**config.mk**
```make
export PLATFORM = sky130hd
export DESIGN_NAME = if_fetch
export DESIGN_NICKNAME = d
export VERILOG_FILES = /design/src/rtl/if_fetch.sv
export SDC_FILE = /design/constraint.sdc
export NUM_CORES = 1
export LEC_CHECK = 0
export BUFFER_PORTS_ARGS = -buffer_cell sky130_fd_sc_hd__buf_2
export CORE_ASPECT_RATIO = 0.9
export CORE_MARGIN = 3
export CORE_UTILIZATION = 35
export CTS_CLUSTER_DIAMETER = 120
export DETAILED_ROUTE_END_ITERATION = 12
export PLACE_DENSITY = 0.73
export REMOVE_ABC_BUFFERS = 1
export SETUP_SLACK_MARGIN = 0.2
export SYNTH_ARGS = -nofsm -noshare
export SYNTH_HDL_FRONTEND = slang
export SYNTH_SLANG_ARGS = --single-unit
```
**constraint.sdc**
```tcl
create_clock -name clk -period 2.5 [get_ports clk]
set_input_delay 0 -clock clk [delete_from_list [all_inputs] [get_ports clk]]
set_output_delay 0 -clock clk [all_outputs]
set_load 0.01 [all_outputs]
```
**src/rtl/if_fetch.sv**
```systemverilog
// if_fetch: MIPS IF stage with SRAM-like fetch port, one-entry IF->ID buffer and stale-response cancel counter.
// Optional IF_ADDR_ERR_EN: misaligned PC raises adel in the buffer instead of issuing a fetch.
module if_fetch #(
  parameter logic [31:0] RESET_PC = 32'hbfc00000,
  parameter int IC_TO_ID_WD = 34
) (
  input  logic                   clk,
  input  logic                   rst,
  input  logic [5:0]             stall,
  input  logic                   flush,
  input  logic [31:0]            new_pc,
  input  logic                   br_e,
  input  logic [31:0]            br_addr,
  output logic                   inst_sram_req,
  output logic [31:0]            inst_sram_addr,
  input  logic                   inst_sram_addr_ok,
  input  logic                   inst_sram_data_ok,
  input  logic [31:0]            inst_sram_rdata,
  output logic [IC_TO_ID_WD-1:0] ic_to_id_bus,
  output logic [31:0]            ic_inst,
  output logic                   stallreq
);
  typedef enum logic [1:0] {S_IDLE, S_REQ, S_WAIT} state_t;
  state_t state, state_nx;
  logic [31:0] pc, out_pc, out_inst, target;
  logic [1:0] cancel_cnt, cancel_nx;
  logic [2:0] cancel_sum;
  logic out_valid, out_adel, redirect, transfer, can_issue, issue, misalign, ld, ld_err, inc, dec;
  logic unused;
  assign unused = ^stall[5:2];
  assign redirect = flush | br_e;
  assign target = flush ? new_pc : br_addr;
  assign transfer = out_valid & ~stall[1];
  assign can_issue = (state == S_REQ) & ~stall[0] & (~out_valid | ~stall[1]) & ~redirect;
`ifdef IF_ADDR_ERR_EN
  assign misalign = pc[1:0] != 2'b00;
  assign inst_sram_addr = pc;
`else
  assign misalign = 1'b0;
  assign inst_sram_addr = {pc[31:2], 2'b00};
`endif
  assign issue = can_issue & (cancel_cnt != 2'd3) & ~misalign;
  assign ld = (state == S_WAIT) & inst_sram_data_ok & (cancel_cnt == 2'd0) & ~redirect;
  assign ld_err = can_issue & misalign;
  // a stale response drains the count; a redirect with a live request still in flight adds one
  assign dec = inst_sram_data_ok & (cancel_cnt != 2'd0);
  assign inc = redirect & (((state == S_WAIT) & ~(inst_sram_data_ok & (cancel_cnt == 2'd0)))
                           | ((state == S_REQ) & inst_sram_addr_ok));
  assign cancel_sum = {1'b0, cancel_cnt} + {2'b0, inc} - {2'b0, dec};
  assign cancel_nx = (cancel_sum > 3'd3) ? 2'd3 : cancel_sum[1:0];
  assign ic_to_id_bus = IC_TO_ID_WD'({out_adel, out_valid, out_pc});
  assign ic_inst = out_inst;
  always_ff @(posedge clk or posedge rst)
    if (rst) state <= S_IDLE;
    else state <= state_nx;
  always_comb
    state_nx = (state == S_IDLE || redirect) ? S_REQ :
               (issue && inst_sram_addr_ok) ? S_WAIT :
               ld ? S_REQ : state;
  always_comb begin
    inst_sram_req = issue;
    stallreq = (state != S_IDLE) & ~out_valid & ~stall[1] & ~redirect;
  end
  always_ff @(posedge clk or posedge rst)
    if (rst) begin
      pc <= RESET_PC;
      cancel_cnt <= 2'd0;
      out_valid <= 1'b0;
      out_adel <= 1'b0;
      out_pc <= 32'd0;
      out_inst <= 32'd0;
    end else begin
      cancel_cnt <= cancel_nx;
      pc <= redirect ? target : ld ? pc + 32'd4 : pc;
      if (redirect) out_valid <= 1'b0;
      else if (ld || ld_err) begin
        out_valid <= 1'b1;
        out_adel <= ld_err;
        out_pc <= pc;
        out_inst <= ld ? inst_sram_rdata : 32'd0;
      end else if (transfer) out_valid <= 1'b0;
    end
endmodule

```
# Yosys cells after proc, flatten, opt, wreduce, memory -nomap -nowiden
# Cells that the tools add are included.
# classes
n_eq_ne,3
n_reduce_logical,10
n_mux,10
magnitude_cmp,1
addsub,3
bitwise,24
# ops
cell,count
$mux W32,3
$add A32 B3 Y32 const B,1
$and A1 B1 Y1,16
$mux W2,4
$reduce_bool A2 Y1,3
$reduce_bool A3 Y1,2
$not A1 Y1,5
$logic_not A2 Y1,2
$add A2 B1 Y3,1
$gt A3 B2 Y1 const B,1
$mux W1,3
$or A1 B1 Y1,3
$sub A3 B1 Y3,1
$eq A2 B1 Y1 const B,1
$eq A2 B2 Y1 const B,1
$ne A2 B2 Y1 const B,1
$reduce_and A2 Y1,1
$logic_and A1 B1 Y1,1
$logic_or A1 B1 Y1,1
# totals
in_bits,108
output_inout_bits,100
reg_bits,101
elab_cells,57

# Logic depth before layout (Yosys ltp)
# logic_depth
word_depth,10
mapped_depth,11
mapped_depth_nobuf,10

# Worst setup path after synthesis
# Ideal clock, no wire load.
# synth_timing
kind,register to register
from,reg cancel_cnt[1]
to,reg cancel_cnt[0]
setup_ns,0.124
required_ns,2.376
arrival_ns,2.216
setup_slack_ns,0.161
stages_incl_launch_ff,11
cell_sequence,dfrtp_1 -> or3b_4 -> nor2b_1 -> o21ai_0 -> ha_1 -> inv_1 -> ha_1 -> inv_1 -> fa_1 -> xnor2_1 -> nand2b_1
# synth_via
elab_chain_len,10
word_cells_on_any_way,12
classes_between,add/sub (2); order compare (1); mux (1); bitwise (6); reduce/logical (2)
# synth_lines
element,line_no,text
"start, declared",26,"logic [1:0] cancel_cnt, cancel_nx;"
"start signal, assigned",73,cancel_cnt <= cancel_nx;
$logic_not A2 Y1,47,assign inc = redirect & (((state == S_WAIT) & ~(inst_sram_data_ok & (cancel_cnt == 2'd0)))
$and A1 B1 Y1,47,
$not A1 Y1,47,
$and A1 B1 Y1,47,
$or A1 B1 Y1,48,| ((state == S_REQ) & inst_sram_addr_ok));
$and A1 B1 Y1,47,
$add A2 B1 Y3,49,"assign cancel_sum = {1'b0, cancel_cnt} + {2'b0, inc} - {2'b0, dec};"
$sub A3 B1 Y3 (*),49,
$gt A3 B2 Y1,50,assign cancel_nx = (cancel_sum > 3'd3) ? 2'd3 : cancel_sum[1:0];
$mux W2 (*),50,
net cancel_nx[0],26,
# The timed path passes the listed nets; every way through them passes the cells marked *.
# A chain may end at the register's enable or synchronous reset.

# Final worst setup path
# layout_timing
from,reg cancel_cnt[0]
to,reg cancel_cnt[1]
# The elaborated chain is that of the path after synthesis.

==> reports/qor.yml <==
power_and_ir_drop:
  p_comb_share_pct: 16.8
  net-switching-power_mw: 1.00
  seqPwrFrac_pct: 45.8
  irDropWorstVdd_uv: 409
  p_leak_nw: 3.59
  p_sw_share_pct: 25.1
  intPower_mw: 2.99
  power.density_nw_per_um2: 560
  clockPowerShare_pct: 37.4
grt:
  grt_max_degree: 54
  grt_pass1_wl_um: 22900
  grt_pass1_vias: 4494
  antenna_found_initial: 0
  grt_remaining_overflow: 0
  track_usage_pct: 18.1
synth:
  synth_cell_type_count: 43
  syn_inst: 432
  synth_area_um2: 4950
  synth_top_area_share_pct: 46.5
  ys_seq_area_share_pct: 51.3
  synth.area.top_cells: "dfrtp_1 (47%), mux2_2 (15%), buf_4 (5.2%)"
  synth_seq_cells: 101
  avgSynthCellArea_um2: 11.4
  yosys.area.top_type: "dfrtp_1"
  synthFlopType: "dfrtp_1"
  async_flop_share_pct: 100
  synth-edff-count: 0
  yosysWarningCount: 0
run_status:
  status: "finished, final reports clean"
min_path:
  hp-class: "in -> reg"
worst_setup_path:
  required_ns: 2.74
  crit_path_max_fanout: 2
  end_kind: "flop"
  criticalPathCategory: "reg -> reg"
  arrival_ns: 2.49
  worst_path_max_delay_cell: "or3b_4"
  cp-start-kind: "flop"
  crit_path_cell_trace: "or3b_4 -> nor2b_4 -> o21ai_1 -> ha_1 -> inv_1 -> ha_2 -> inv_2 -> fa_2 -> xnor2_2 -> nand2_1"
  slowest_delay_ns: 0.40
sta:
  min_period_over_period_pct: 90.0
  hold_violations: 0
  rsz0062_at_grt: "true"
  skew_ns: 0.00568
  setup_viol: 0
  max_freq_ghz: 0.444
  maxSlewViolCount: 0
  fin_ws_ns: 0.249
  fin_hold_ws_ns: 0.0422
  slew_headroom_pct: 36.0
  tightest_slew_ns: 0.935
  finalCriticalPeriod_ns: 2.25
clocking:
  clock_latency_ns: 0.34
  htreeDepth: 3
  ctsLongestPathBuffers: 2
  clkTransAtPathRegs_ns: 0.07
  clock-root-buffer: "clkbuf_16"
  cts_tree: "done"
  cts_buffers: 9
  cts_sinks: 101
finish:
  final_cell_mix: "buf_2 (200), dfrtp_1 (92), dlygate4sd3_1 (77), mux2_2 (64), a21oi_1 (23)"
  regArea_um2: 2540
  final_common_cell: "buf_2"
  syn_to_final_growth_pct: 44.0
  final_layout_size_suffix_gt1_share_pct: 46.5
  final_cells: 880
  design.final.nets: 797
  finish.instance_area_um2: 7120
  multi_input_area_um2: 2100
  fill_cells: 1143
placed_design:
  pre_cts_ws_ns: 0.0484
  gp_congestion: 0.788
  placedInstanceArea_um2: 5960
  port_buffers: 200
  dp.cells: 780
  hpwlAfterDp_um: 9290
routing:
  wl_per_cell_um: 16.0
  routed_via_density: 4.76
  wl_um: 14000
  dr_total_vias: 4190
  postRouteAntennaNets: 0
  firstDrtPassIters: 4
  drt_iter0_markers: 113
  route.detailed.drc: 0
run:
  cap_violations: 0
floorplan:
  die_w_um: 131
  io_pins: 208
  initial_utilization_pct: 36.5
  rows: 40
  chipHeight_um: 119
  die_area_um2: 15600
  core_region_area_um2: 13600
state kept, by name, summed over array words and instances, names as in the netlist:
register,flops
out_pc,32
cancel_cnt,2
pc,32
ic_inst,32
out_valid,1
state,2
final timing paths:
kind / slack, ns / start / cells past startpoint / to
max: 0.25 / cancel_cnt[0]$_DFF_PP0_ / 10 / cancel_cnt[1]$_DFF_PP0_
min: 0.04 / br_addr[22] / 4 / pc[22]$_DFFE_PP1P_
max reg2reg: 0.25 / cancel_cnt[0]$_DFF_PP0_ / 10 / cancel_cnt[1]$_DFF_PP0_
min reg2reg: 0.49 / out_pc[31]$_DFFE_PP0P_ / 2 / out_pc[31]$_DFFE_PP0P_
max in group asynchronous: 1.33 / rst / 4 / ic_inst[16]$_DFFE_PP0P_
min in group asynchronous: 0.34 / rst / 3 / ic_inst[14]$_DFFE_PP0P_
synthesized netlist by cell type (2+ instances only):
library cell,instances
dfrtp_1,92
mux2_2,64
buf_4,34
a21oi_1,23
nand2_1,21
nor2b_1,20
xor2_1,20
a211oi_1,19
nand3_1,15
clkbuf_1,14
o21ai_0,14
nand4_1,11
nor2_1,11
dfstp_2,9
xnor2_1,7
buf_2,5
inv_1,5
o22ai_1,5
a22oi_1,4
mux2i_1,4
nor3_1,4
nor4_1,4
ha_1,3
and2_1,2
nand2b_1,2
nand3b_1,2
or2_2,2
layout make-up:
cell class | count | area share (%)
timing repair buffer | 294 | 26.7
antenna | 1 | 0.0351
inverter | 6 | 0.351
clock buffer | 10 | 3.35
sequential | 101 | 35.6
multi-input combinational | 273 | 29.4
tap | 189 | 3.32
clock inverter | 6 | 1.21
routing by layer:
metal	part of all wire [%]	track usage (%)
met1	41	21.3
met2	50	32.0
met3	5.8	4.85
met4	2.4	6.43
met5	0	0
repair_timing:
item / in CTS / in global routing
pin swaps: 3 / 1
hold buffers: 77 / 0
endpoints found under the hold margin: 116 / 0
setup buffers: 2 / 4
setup endpoints to repair: 2 / 3
gates resized for setup: 3 / 4
through the flow:
| step | power (mW) | TNS [ns] | utilization (%) |
|---|---|---|---|
| CTS | 4.03 | 0 | 52.2 |
| finish | 3.99 | 0 | 52.5 |
| floorplan | 2.11 | -102.19 | - |
| global placement | 2.35 | 0 | 43.9 |
| detailed placement | 2.38 | 0 | 43.9 |
| global route | 4.20 | 0 | 52.5 |
logic make-up (layout without fill, tap and decap cells):
family	after synthesis	count (layout)	synth area share [%]
AO/OA/AOI/OAI	70	70	8.68
XOR/XNOR	27	27	4.78
adder cells (fa/ha/maj)	4	4	1.16
buffers and inverters	60	316	7.26
flip-flops	101	101	51.3
multiplexers	68	68	15.4
other	1	4	0.0758
AND/OR/NAND/NOR	101	101	11.3
critical path: cells and delay by family (launching register included):
| kind | cells | cell delay (ns) |
|---|---|---|
| fa+ha+maj | 3 | 0.77 |
| flops | 1 | 0.38 |
| simple gates | 3 | 0.61 |
| xor+xnor | 1 | 0.15 |
| compound gates | 1 | 0.13 |
| buf+inv | 2 | 0.10 |
power groups by stage:
stage	sequential [mW]	clock, mW	combinational, mW
6_report	1.83	1.49	0.669
4_1_cts	1.83	1.55	0.654
5_1_grt	1.84	1.62	0.738
3_5_place_dp	1.86	0	0.519
3_3_place_gp	1.85	0	0.498
2_1_floorplan	1.87	0	0.236
(Power assumes the default switching activity.)
